## src/rtl/router_register.sv

```systemverilog
// router_register
// Datapath register block of a 1-to-3 packet router. It latches the header
// byte and streams header and payload bytes towards the selected output
// FIFO. A byte that arrives while that FIFO is full is parked and replayed
// later. It also accumulates even (XOR) parity over header and payload,
// captures the received parity byte, and flags a mismatch.
//
// The router FSM drives the one-hot state strobes. If strobes ever overlap,
// each register resolves the overlap with its own fixed priority order.
// Reset is asynchronous and active-low, and it discards every piece of
// packet state.

module router_register (
    input  logic       clk,
    input  logic       rst,
    input  logic       pkt_valid,
    input  logic [7:0] din,
    input  logic       fifo_full,
    input  logic       detect_addr,
    input  logic       ld_state,
    input  logic       laf_state,
    input  logic       full_state,
    input  logic       lfd_state,
    input  logic       rst_int_reg,
    output logic [7:0] dout,
    output logic       err,
    output logic       parity_done,
    output logic       low_pkt_valid
);

    // ------------------------------------------------------------------
    // Internal state
    // ------------------------------------------------------------------
    logic [7:0] header_reg;      // last accepted header byte
    logic [7:0] full_byte_reg;   // byte parked while the FIFO was full
    logic [7:0] int_parity_reg;  // running XOR of header and payload
    logic [7:0] pkt_parity_reg;  // parity byte received with the packet

    // ------------------------------------------------------------------
    // Decoded events
    // ------------------------------------------------------------------
    // Address 2'b11 does not exist in a 1-to-3 router. Such a header is ignored.
    logic header_load;
    // LOAD_DATA with room in the FIFO: the byte on din goes straight out.
    logic load_live;
    // LOAD_DATA with the FIFO full: the byte on din must be parked.
    logic load_blocked;
    // The parity byte arrives directly (pkt_valid already low, FIFO has room).
    logic parity_from_din;
    // The parity byte was parked earlier and is replayed in LOAD_AFTER_FULL.
    logic parity_from_hold;
    // Header and payload bytes that contribute to the running parity.
    logic accum_header;
    logic accum_payload;

    assign header_load      = detect_addr & pkt_valid & (din[1:0] != 2'b11);
    assign load_live        = ld_state & ~fifo_full;
    assign load_blocked     = ld_state & fifo_full;
    assign parity_from_din  = load_live & ~pkt_valid;
    assign parity_from_hold = laf_state & low_pkt_valid & ~parity_done;
    assign accum_header     = lfd_state & pkt_valid;
    assign accum_payload    = ld_state & pkt_valid & ~full_state;

    // Latch the header byte only when its destination address is valid.
    always_ff @(posedge clk or negedge rst) begin
        if (!rst) begin
            header_reg <= 8'h00;
        end else if (header_load) begin
            header_reg <= din;
        end
    end

    // Output byte selection.
    // Header first, then live payload, then hold while the FIFO is full,
    // then replay of the parked byte.
    always_ff @(posedge clk or negedge rst) begin
        if (!rst) begin
            dout <= 8'h00;
        end else if (lfd_state) begin
            dout <= header_reg;
        end else if (load_live) begin
            dout <= din;
        end else if (load_blocked) begin
            dout <= dout;
        end else if (laf_state) begin
            dout <= full_byte_reg;
        end
    end

    // Park the incoming byte when the FIFO cannot accept it.
    // LOAD_FIRST_DATA outranks LOAD_DATA, as it does on dout.
    always_ff @(posedge clk or negedge rst) begin
        if (!rst) begin
            full_byte_reg <= 8'h00;
        end else if (!lfd_state && load_blocked) begin
            full_byte_reg <= din;
        end
    end

    // Running parity. The header is counted once, in LOAD_FIRST_DATA.
    // Payload bytes are counted while pkt_valid is high.
    // The parity byte itself never enters this register.
    always_ff @(posedge clk or negedge rst) begin
        if (!rst) begin
            int_parity_reg <= 8'h00;
        end else if (detect_addr) begin
            int_parity_reg <= 8'h00;
        end else if (accum_header) begin
            int_parity_reg <= int_parity_reg ^ header_reg;
        end else if (accum_payload) begin
            int_parity_reg <= int_parity_reg ^ din;
        end
    end

    // Capture the received parity byte, either direct or replayed from the
    // parked-byte register.
    always_ff @(posedge clk or negedge rst) begin
        if (!rst) begin
            pkt_parity_reg <= 8'h00;
        end else if (detect_addr) begin
            pkt_parity_reg <= 8'h00;
        end else if (parity_from_din) begin
            pkt_parity_reg <= din;
        end else if (parity_from_hold) begin
            pkt_parity_reg <= full_byte_reg;
        end
    end

    // Sticky flag: the parity byte has been received for this packet.
    always_ff @(posedge clk or negedge rst) begin
        if (!rst) begin
            parity_done <= 1'b0;
        end else if (detect_addr) begin
            parity_done <= 1'b0;
        end else if (parity_from_din || parity_from_hold) begin
            parity_done <= 1'b1;
        end
    end

    // Records that pkt_valid dropped while loading data.
    // The FSM clears it explicitly with rst_int_reg.
    always_ff @(posedge clk or negedge rst) begin
        if (!rst) begin
            low_pkt_valid <= 1'b0;
        end else if (rst_int_reg) begin
            low_pkt_valid <= 1'b0;
        end else if (ld_state && !pkt_valid) begin
            low_pkt_valid <= 1'b1;
        end
    end

    // Parity compare. The result is valid one cycle after parity_done rises,
    // and it is re-evaluated while parity_done stays high.
    always_ff @(posedge clk or negedge rst) begin
        if (!rst) begin
            err <= 1'b0;
        end else if (detect_addr) begin
            err <= 1'b0;
        end else if (parity_done) begin
            err <= (int_parity_reg != pkt_parity_reg);
        end
    end

endmodule

```

## config.mk

```make
export PLATFORM = sky130hd
export DESIGN_NAME = router_register
export DESIGN_NICKNAME = d
export VERILOG_FILES = /design/src/rtl/router_register.sv
export SDC_FILE = /design/constraint.sdc
export NUM_CORES = 1
export LEC_CHECK = 0
export ABC_AREA = 1
export BUFFER_PORTS_ARGS = -buffer_cell sky130_fd_sc_hd__buf_2
export CAP_MARGIN = 30
export CORE_ASPECT_RATIO = 1.4
export CORE_UTILIZATION = 57
export CTS_CLUSTER_SIZE = 16
export DETAILED_ROUTE_END_ITERATION = 6
export GPL_ROUTABILITY_DRIVEN = 0
export HOLD_SLACK_MARGIN = 0.08
export PLACE_DENSITY = 0.85
export REMOVE_ABC_BUFFERS = 1
export SYNTH_ARGS = -nofsm -noshare
export SYNTH_HDL_FRONTEND = slang
export SYNTH_SLANG_ARGS = --single-unit
```

## constraint.sdc

```tcl
create_clock -name clk -period 1.2 [get_ports clk]
set_input_delay 0.12 -clock clk [delete_from_list [all_inputs] [get_ports clk]]
set_output_delay 0.12 -clock clk [all_outputs]
set_load 0.01 [all_outputs]
```

==> run summary, run 1 <==
Flop pwr share: 0.497
Critical-path maximum fanout: 8
Detailed-route via count: 2089
Non-filler instance count after layout: 373
Routed WL: 5490 um
Number of global-route vias before repair: 2039
Cell with the biggest individual delay on the critical path: dfrtp_1
Antenna violations before repair: 0
Remaining DRCs: 0
Number of diodes added for antenna fixing: 0
CTS Root Buffer Type: clkbuf_8
PwrDens: 1380 mW/mm^2
Detailed-route wire length per cell: 14.7 um
Number of buffers created by CTS: 5
Share of synthesized flip-flops with an asynchronous set or reset: 1.00
Relative slew margins: 0.677
Top_reg_cell synth: dfrtp_1
Net count, final: 348
R2R Setup Slk: 0.06 ns
Number of optimization iterations in the first detailed-route pass: 4
Number of synthesized flops with an enable pin: 0
Sw power: 1.12 mW
Share of layout cells above drive strength 1: 0.205
Cell family with the largest share of critical-path delay: simple AND/OR/NAND/NOR gates
Initial standard-cell utilization of the core: 0.608
Synth area leaders: dfrtp_1 48%, nand2_1 13%, a21oi_1 6.9%
CP Cell Sequence: inv_2, nand3_2, nand2_2, nor2_4, nor2_4, nand2_1, nand2_1
Area share of the leading cell type in the synthesized netlist: 0.478
Biggest cell delay along the critical path: 0.41 ns
Post-synthesis instance total: 289
Worst setup EP type: register
Max-Cap Viols: 0
Clock tree from TritonCTS: yes
Die area: 0.00421 mm^2
Finished layout cell area: 0.00264 mm^2
Part of the total power dissipated in combinational logic: 0.224
Result of the run: complete, no violations
Final period utilization: 0.953
Internal power: 2.50 mW
Most instantiated library cell after synthesis: nand2_1
Die Height: 76.4 um
Final hold viol count: 0
Data required time of the critical path: 1.44 ns
Dpl cells: 359
CP Data Arrival Time: 1.38 ns
Reported leakage power: 1.36 nW
Post-route antenna net violation count: 0
Clock-pin slew reported for the worst setup and hold paths after clock tree synthesis: 0.08 ns
Drt first-iter violations: 115
Worst setup skew after layout: 0.00503 ns
Number of slew-limit violations in the final report: 0
HPWL after detailed placement: 3930 um
Instance area at placement: 0.00247 mm^2
Post-Syn Area per Cell: 7.80 um^2
Fraction of the yosys area taken by sequential cells: 0.478
Switching share of power: 0.310
Achievable clock frequency: 875 MHz
Startpoint kind of the worst setup timing path: register
Slew at the pin closest to its max-slew limit: 0.482 ns
Post-detailed-route via-to-cell ratio: 5.60
Unrepaired setup endpoints after global routing: true
Horizontal extent of the die: 55.1 um
Maximum number of pins on one net before global-route repair: 28
Sum of overflow across all layers after global routing: 0
Post-Route Setup TNS: 0 ns
Share of the core filled with cells: 0.711
Count of input and output buffers: 28
Buffers plus inverters on the worst setup path: 1
Area of the placeable core: 0.00371 mm^2
Area growth from synthesis to layout: 16.9%
Cell Area, Synth: 0.00225 mm^2
Number of buffers between clock root and the deepest sink: 2
Total of warnings raised by yosys: 0
Cell type with the highest aggregate area in the netlist: dfrtp_1
Final worst-path setup slack: 0.0568 ns
Count of distinct cell types in the synthesized netlist: 27
Count of state elements after synthesis: 43
Setup CP Type: register to register
Class of the tightest hold or removal check: input port to register
Wire length of the first global-routing pass: 8790 um
Most frequent cells after synthesis: 79 x nand2_1, 43 x dfrtp_1, 37 x nor2_1
Skew-Pair Late Insertion Delay: 0.30 ns
Number of setup violations in the final report: 0
Setup slack at placement: -0.0321 ns
I/O pin total: 29
Max rail drop VDD: 1.09 mV
Sink Count: 43
Min Tclk post-route: 1.14 ns
H-tree Lvls: 2
All-layer global routing usage: 0.288
Clock power share: 0.279
Core Rows: 26
==> power groups by stage <==
stage               clock network [mW]  registers, mW  logic, mW
CTS                               1.02           1.80      0.800
global placement                     0           1.82      0.752
floorplan                            0           1.81      0.467
global route                      1.07           1.82      0.916
finish                            1.01           1.80      0.810
detailed placement                   0           1.82      0.780
==> cell families after synthesis <==
group | Yosys count | synth area share
DFF | 43 | 0.478
AOI/OAI and AO/OA | 68 | 0.167
buffers and inverters | 39 | 0.0827
xor gates and xnor gates | 2 | 0.00777
and+or+nand+nor | 137 | 0.265
==> worst paths after layout <==
kind / from / to / cells past startpoint
setup / recovery: parity_done$_DFFE_PN0P_ / pkt_parity_reg[0]$_DFFE_PN0P_ / 7
hold / removal: din[4] / header_reg[4]$_DFFE_PN0P_ / 3
setup reg to reg: parity_done$_DFFE_PN0P_ / pkt_parity_reg[0]$_DFFE_PN0P_ / 7
hold reg to reg: full_byte_reg[1]$_DFFE_PN0P_ / full_byte_reg[1]$_DFFE_PN0P_ / 2
max in group asynchronous: rst / pkt_parity_reg[1]$_DFFE_PN0P_ / 3
min in group asynchronous: rst / dout[2]$_DFFE_PN0P_ / 2
==> per-stage QoR <==
| step | power (mW) | hold slack, ns |
|---|---|---|
| after global routing | 3.81 | 0.156 |
| after CTS | 3.61 | 0.122 |
| after global placement | 2.57 | 0.0673 |
| after detailed placement | 2.60 | 0.0703 |
| final | 3.62 | 0.137 |
| after floorplan | 2.28 | -0.176 |
==> tightest hold or removal path: cells and delay by family <==
family,cells,cell delay [ns]
buffers and inverters,2,0.19
AO/OA/AOI/OAI,1,0.08
==> repair_timing <==
item	CTS	global route
gates resized for setup	1	4
hold buffers	2	0
setup buffers	3	1
pin swaps	2	5
setup endpoints to repair	8	8
endpoints found under the hold margin	17	0
==> layout by cell type, fill, tap and decap left out, types with 2 or more instances in the layout <==
cell type / synthesis / final
dfrtp_1: 43 / 43
a21oi_1: 31 / 31
clkbuf_8: 0 / 7
buf_12: 1 / 3
xnor2_1: 2 / 2
inv_1: 27 / 26
nand2_1: 79 / 76
buf_4: 1 / 8
nand2_2: 3 / 6
o21ai_0: 17 / 17
buf_2: 2 / 28
dlygate4sd3_1: 0 / 2
o21ai_1: 8 / 8
nor2_4: 2 / 2
o22ai_1: 8 / 8
inv_2: 4 / 5
nand3_2: 1 / 2
nor2_1: 37 / 37
nand3_1: 11 / 10
a21oi_2: 2 / 2
==> area by class of cell <==
cell class | count | area, um^2
inverters | 32 | 123
repair buffers | 41 | 280
multi-input cells | 207 | 1000
clock buffers | 8 | 100
flip-flops and latches | 43 | 1080
fillers | 299 | 1070
well taps | 42 | 52.6
==> per-layer routing <==
layer | track usage | wire length [um]
met3 | 0.0439 | 368
met1 | 0.335 | 2130
met4 | 0.135 | 131
met2 | 0.490 | 2860
met5 | 0 | 0
No activity file was read; power rests on OpenSTA's default activity.
==> run 2, diff against run 1 <==
--- a/config.mk
+++ b/config.mk
@@ -5,16 +5,15 @@
 export SDC_FILE = /design/constraint.sdc
 export NUM_CORES = 1
 export LEC_CHECK = 0
-export ABC_AREA = 1
 export BUFFER_PORTS_ARGS = -buffer_cell sky130_fd_sc_hd__buf_2
 export CAP_MARGIN = 30
 export CORE_ASPECT_RATIO = 1.4
-export CORE_UTILIZATION = 57
+export CORE_UTILIZATION = 56
 export CTS_CLUSTER_SIZE = 16
 export DETAILED_ROUTE_END_ITERATION = 6
 export GPL_ROUTABILITY_DRIVEN = 0
 export HOLD_SLACK_MARGIN = 0.08
-export PLACE_DENSITY = 0.85
+export PLACE_DENSITY = 0.84
 export REMOVE_ABC_BUFFERS = 1
 export SYNTH_ARGS = -nofsm -noshare
 export SYNTH_HDL_FRONTEND = slang
==> run summary, run 2 <==
Internal power: 2.46 mW
Die Height: 74.7 um
Startpoint kind of the worst setup timing path: register
Final worst-path setup slack: -0.0935 ns
Number of diodes added for antenna fixing: 0
Total power: 3.51 mW
Clock-pin slew reported for the worst setup and hold paths after clock tree synthesis: 0.09 ns
Wire length of the first global-routing pass: 7650 um
RR Startpoint: int_parity_reg[0]$_DFFE_PN0P_
CTS Root Buffer Type: clkbuf_8
Clock power share: 0.273
Result of the run: finished with violations
Die area: 0.00402 mm^2
Number of synthesized flops with an enable pin: 0
Most common cell after layout, fill and taps aside: dfrtp_1
All-layer global routing usage: 0.270
Area of the placeable core: 0.00364 mm^2
HPWL after detailed placement: 3330 um
Horizontal extent of the die: 53.9 um
Remaining DRCs: 0
Total of warnings raised by yosys: 0
Failing checks: setup timing
Number of buffers inserted to repair setup after CTS: 0
Most frequent cells after synthesis: 43 x dfrtp_1, 27 x nand2_1, 21 x mux2_2
Count of distinct cell types in the synthesized netlist: 29
Worst setup EP type: register
Filler instances: 243
Number of buffers created by CTS: 5
Slew at the pin closest to its max-slew limit: 0.392 ns
Maximum number of pins on one net before global-route repair: 44
Routed WL: 4790 um
Worst setup skew after layout: 0.00335 ns
Share of layout cells above drive strength 1: 0.364
Number of setup violations in the final report: 1
Hold wc startpoint: din[2]
Switching share of power: 0.300
Cell type with the highest aggregate area in the netlist: dfrtp_1
Synth area leaders: dfrtp_1 51%, mux2_2 11%, mux2i_1 7.6%
Post-route antenna net violation count: 0
Unrepaired setup endpoints after global routing: true
Net count, final: 264
Max-Cap Viols: 0
R2R Setup Slk: -0.09 ns
Data required time of the critical path: 1.38 ns
Dpl cells: 278
Relative slew margins: 0.738
Achievable clock frequency: 773 MHz
Top_reg_cell synth: dfrtp_1
Most instantiated library cell after synthesis: dfrtp_1
Count of input and output buffers: 28
Reported leakage power: 1.22 nW
Post-synthesis instance total: 198
Reg2reg path depth: 5
Count of state elements after synthesis: 43
Max rail drop VDD: 1.20 mV
Cell Area, Synth: 0.00211 mm^2
Detailed-route wire length per cell: 16.6 um
Worst-case hold path end point: header_reg[2]$_DFFE_PN0P_
CP Data Arrival Time: 1.48 ns
Part of the total power dissipated in combinational logic: 0.215
Detailed-route via count: 1638
Number of optimization iterations in the first detailed-route pass: 4
Skew-Pair Late Insertion Delay: 0.30 ns
Number of slew-limit violations in the final report: 0
Non-filler instance count after layout: 289
Final hold viol count: 0
Antenna violations before repair: 0
Endpoint of the lowest-slack register-to-register path: err$_DFFE_PN0P_
I/O pin total: 29
Highest-count cells in the layout ignoring fill and taps: 42 x dfrtp_1, 28 x buf_2, 26 x nand2_1, 21 x mux2_2
Critical-path maximum fanout: 3
PwrDens: 1330 mW/mm^2
Final period utilization: 1.08
Setup slack at placement: -0.148 ns
Class of the tightest hold or removal check: input port to register
Area share of the leading cell type in the synthesized netlist: 0.509
Sw power: 1.05 mW
Post-Syn Area per Cell: 10.7 um^2
Sum of overflow across all layers after global routing: 0
Min Tclk post-route: 1.29 ns
Drt first-iter violations: 46
Core Rows: 26
Number of global-route vias before repair: 1615
Fraction of the yosys area taken by sequential cells: 0.509
Flop pwr share: 0.512
H-tree Lvls: 2
Clock tree from TritonCTS: yes
Sink Count: 43
Number of buffers between clock root and the deepest sink: 2
Number of stages on the worst hold path: 2
Area growth from synthesis to layout: 24.5%
Share of synthesized flip-flops with an asynchronous set or reset: 1.00
Setup CP Type: register to register
Initial standard-cell utilization of the core: 0.580
Post-detailed-route via-to-cell ratio: 5.67
-- run 2: cell types whose count changed after synthesis, sizes merged, moves of 3 or more --
cell    change
xor2        +3
nor2       -23
mux2i      +16
a311oi      +9
a21oi      -22
o21ai       -8
o22ai       -8
inv        -31
mux2       +22
nand2      -55
nand3      -13
xnor2       +3
or3         +8
-- run 2: cell families (layout without fill, tap and decap cells) --
group / Yosys count / count (layout) / synth area share
AO/OA/AOI/OAI: 38 / 38 / 0.109
AND/OR/NAND/NOR: 62 / 63 / 0.135
multiplexers: 38 / 38 / 0.193
buffers and inverters: 9 / 57 / 0.0201
XOR/XNOR: 8 / 8 / 0.0332
flip-flops: 43 / 43 / 0.509
-- run 2: power groups by stage --
stage	clock network, mW	logic [mW]	registers [mW]
6_report	0.957	0.755	1.79
4_1_cts	0.956	0.736	1.79
5_1_grt	1.03	0.825	1.82
3_3_place_gp	0	0.692	1.80
3_5_place_dp	0	0.720	1.81
2_1_floorplan	0	0.372	1.81
-- run 2: per-layer routing --
metal / GRT usage / part of all wire / vias to the layer above
met5: 0 / 0 / -
met4: 0.114 / 0.030 / 0
met3: 0.0566 / 0.028 / 9
met2: 0.431 / 0.53 / 32
met1: 0.352 / 0.41 / 798
li1: - / - / 799
-- run 2: how the worst max path moves through the flow --
| stage | end | from |
|---|---|---|
| 5_1_grt | err$_DFFE_PN0P_ | int_parity_reg[2]$_DFFE_PN0P_ |
| 3_3_place_gp | err$_DFFE_PN0P_ | int_parity_reg[0]$_DFFE_PN0P_ |
| 6_report | err$_DFFE_PN0P_ | int_parity_reg[0]$_DFFE_PN0P_ |
| 3_5_place_dp | err$_DFFE_PN0P_ | int_parity_reg[0]$_DFFE_PN0P_ |
| 2_1_floorplan | pkt_parity_reg[7]$_DFFE_PN0P_ | parity_done$_DFFE_PN0P_ |
| 4_1_cts | err$_DFFE_PN0P_ | int_parity_reg[0]$_DFFE_PN0P_ |
-- run 2: repair_timing --
| item | in CTS | in global routing |
|---|---|---|
| pin swaps | 0 | 3 |
| hold buffers | 2 | 0 |
| endpoints found under the setup margin | 1 | 9 |
| resized for setup | 1 | 12 |
| gates cloned | 0 | 1 |
| hold endpoints to repair | 44 | 0 |
-- run 2: layout make-up --
cell class                      count  area (um^2)  share of cell area
Sequential cell                    43         1080               0.410
Multi-Input combinational cell    147         1050               0.401
Timing Repair Buffer               48          349               0.133
Clock buffer                        5         68.8              0.0262
Tap cell                           42         52.6              0.0200
Clock inverter                      3         25.0             0.00951
Inverter                            1         3.75             0.00143
-- run 2: critical path, stage by stage (launching register included) --
cell      delay [ns]
dfrtp_1         0.41
xnor2_1         0.18
nand4_1         0.14
nor4_2          0.20
buf_4           0.16
a311oi_1        0.08
-- run 2: per-stage QoR --
step                setup TNS, ns  hold slack (ns)  utilization  cell area [um^2]
global placement           -0.486            0.110        0.673              2450
detailed placement         -0.930            0.111        0.673              2450
global route               -0.204            0.113        0.722              2630
floorplan                       0           -0.176            -              2070
CTS                        -0.113            0.109        0.706              2570
finish                    -0.0935            0.114        0.722              2630
==> run 3, diff against run 2 <==
--- a/config.mk
+++ b/config.mk
@@ -6,7 +6,7 @@
 export NUM_CORES = 1
 export LEC_CHECK = 0
 export BUFFER_PORTS_ARGS = -buffer_cell sky130_fd_sc_hd__buf_2
-export CAP_MARGIN = 30
+export CAP_MARGIN = 10
 export CORE_ASPECT_RATIO = 1.4
 export CORE_UTILIZATION = 56
 export CTS_CLUSTER_SIZE = 16
@@ -18,3 +18,4 @@
 export SYNTH_ARGS = -nofsm -noshare
 export SYNTH_HDL_FRONTEND = slang
 export SYNTH_SLANG_ARGS = --single-unit
+export TNS_END_PERCENT = 10
==> run summary, run 3 (synthesized netlist as in run 2, its figures left out) <==
Result of the run: finished with violations
Failing checks: setup timing
Highest-count cells in the layout ignoring fill and taps: 43 x dfrtp_1, 28 x buf_2, 26 x nand2_1, 21 x mux2_2, 17 x nor2_1
Biggest cell delay along the critical path: 0.42 ns
Clock-pin slew reported for the worst setup and hold paths after clock tree synthesis: 0.08 ns
Number of global-route vias before repair: 1615
Non-filler instance count after layout: 288
HPWL after detailed placement: 3330 um
PwrDens: 1340 mW/mm^2
Detailed-route via count: 1656
H-tree Lvls: 2
Routed WL: 4690 um
Share of layout cells above drive strength 1: 0.354
Number of optimization iterations in the first detailed-route pass: 4
Class of the tightest hold or removal check: input port to register
Final hold viol count: 0
Endpoint of the lowest-slack register-to-register path: err$_DFFE_PN0P_
Cell with the biggest individual delay on the critical path: dfrtp_1
Max rail drop VDD: 1.20 mV
CP Cell Sequence: xnor2_1, nand4_1, nor4_2, buf_4, a311oi_1
Number of buffers created by CTS: 5
Relative slew margins: 0.735
Core Rows: 26
Most common cell after layout, fill and taps aside: dfrtp_1
Die area: 0.00402 mm^2
Worst setup path endpoint: err$_DFFE_PN0P_
Data required time of the critical path: 1.38 ns
Number of slew-limit violations in the final report: 0
Critical-path maximum fanout: 3
Area of the placeable core: 0.00364 mm^2
Initial standard-cell utilization of the core: 0.580
Worst setup EP type: register
Number of buffers inserted to repair setup after CTS: 0
Area growth from synthesis to layout: 23.6%
Max-Cap Viols: 0
Die Height: 74.7 um
Drt first-iter violations: 57
Number of setup violations in the final report: 1
Sink Count: 43
I/O pin total: 29
Maximum number of pins on one net before global-route repair: 44
Post-route antenna net violation count: 0
Final worst-path setup slack: -0.0972 ns
Sum of overflow across all layers after global routing: 0
RR Startpoint: int_parity_reg[0]$_DFFE_PN0P_
Achievable clock frequency: 771 MHz
Skew-Pair Late Insertion Delay: 0.31 ns
Reported leakage power: 1.22 nW
Antenna violations before repair: 0
Unrepaired setup endpoints after global routing: true
CP Data Arrival Time: 1.48 ns
Hold wc startpoint: din[2]
Worst setup skew after layout: 0.00566 ns
R2R Setup Slk: -0.1 ns
Startpoint kind of the worst setup timing path: register
Horizontal extent of the die: 53.9 um
Dpl cells: 278
Filler instances: 248
Net count, final: 263
Min Tclk post-route: 1.30 ns
Reg2reg path depth: 5
Clock tree from TritonCTS: yes
Slew at the pin closest to its max-slew limit: 0.398 ns
Setup CP Type: register to register
Number of diodes added for antenna fixing: 0
Number of buffers between clock root and the deepest sink: 2
Final period utilization: 1.08
Startpoint of the worst setup timing path: int_parity_reg[0]$_DFFE_PN0P_
Detailed-route wire length per cell: 16.3 um
Post-detailed-route via-to-cell ratio: 5.75
Remaining DRCs: 0
CTS Root Buffer Type: clkbuf_8
Wire length of the first global-routing pass: 7650 um
Share of the core filled with cells: 0.717
Count of input and output buffers: 28
Total power: 3.50 mW
All-layer global routing usage: 0.270
==> run 3: how the worst min path moves through the flow <==
stage | end | slack [ns] | cells past startpoint
3_3_place_gp | dout[1]$_DFFE_PN0P_ | 0.11 | 2
6_report | header_reg[2]$_DFFE_PN0P_ | 0.12 | 2
4_1_cts | header_reg[2]$_DFFE_PN0P_ | 0.11 | 2
2_1_floorplan | dout[0]$_DFFE_PN0P_ | -0.18 | 0
3_5_place_dp | header_reg[0]$_DFFE_PN0P_ | 0.11 | 2
5_1_grt | header_reg[2]$_DFFE_PN0P_ | 0.11 | 2
==> run 3: worst max-delay path, delay by kind of cell (launching register included) <==
kind,cells,cell delay [ns]
DFF,1,0.42
AOI/OAI and AO/OA,1,0.08
and+or+nand+nor,2,0.34
xor gates and xnor gates,1,0.19
buffers and inverters,1,0.16
==> run 3: cell type report <==
| cell class | count | area, um^2 | area share |
|---|---|---|---|
| Multi-Input combinational cell | 146 | 1040 | 0.398 |
| Clock inverter | 3 | 25.0 | 0.00958 |
| Clock buffer | 5 | 68.8 | 0.0264 |
| Timing Repair Buffer | 48 | 345 | 0.132 |
| Sequential cell | 43 | 1080 | 0.412 |
| Tap cell | 42 | 52.6 | 0.0201 |
| Inverter | 1 | 3.75 | 0.00144 |
==> run 3: report_power, final <==
| part | switching [mW] | total, mW | internal, mW | leakage, nW |
|---|---|---|---|---|
| clock network | 0.543 | 0.960 | 0.416 | 0.0443 |
| logic | 0.361 | 0.749 | 0.389 | 0.633 |
| registers | 0.143 | 1.79 | 1.65 | 0.542 |
| total | 1.05 | 3.50 | 2.45 | 1.22 |
==> run 3: stage by stage <==
| stage | hold slack [ns] | setup slack, ns | setup TNS (ns) | cell area, um^2 |
|---|---|---|---|---|
| floorplan | -0.176 | 0.0252 | 0 | 2070 |
| global placement | 0.110 | -0.0966 | -0.486 | 2450 |
| detailed placement | 0.111 | -0.148 | -0.930 | 2450 |
| CTS | 0.109 | -0.113 | -0.113 | 2570 |
| global route | 0.113 | -0.203 | -0.225 | 2610 |
| finish | 0.115 | -0.0972 | -0.0972 | 2610 |
==> run 3: per-layer routing <==
layer  wire length, um  up-vias  global-route usage
met5                 0        -                   0
met3               135        7              0.0566
met1              1920      817               0.352
li1                  -      797                   -
met4               105        0               0.114
met2              2520       35               0.431
==> run 3: repair_timing <==
| action | 4_1_cts | 5_1_grt |
|---|---|---|
| gates resized for setup | 1 | 8 |
| setup endpoints to repair | 1 | 9 |
| pin swaps | 0 | 4 |
| hold buffers | 2 | 0 |
| hold endpoints to repair | 44 | 0 |
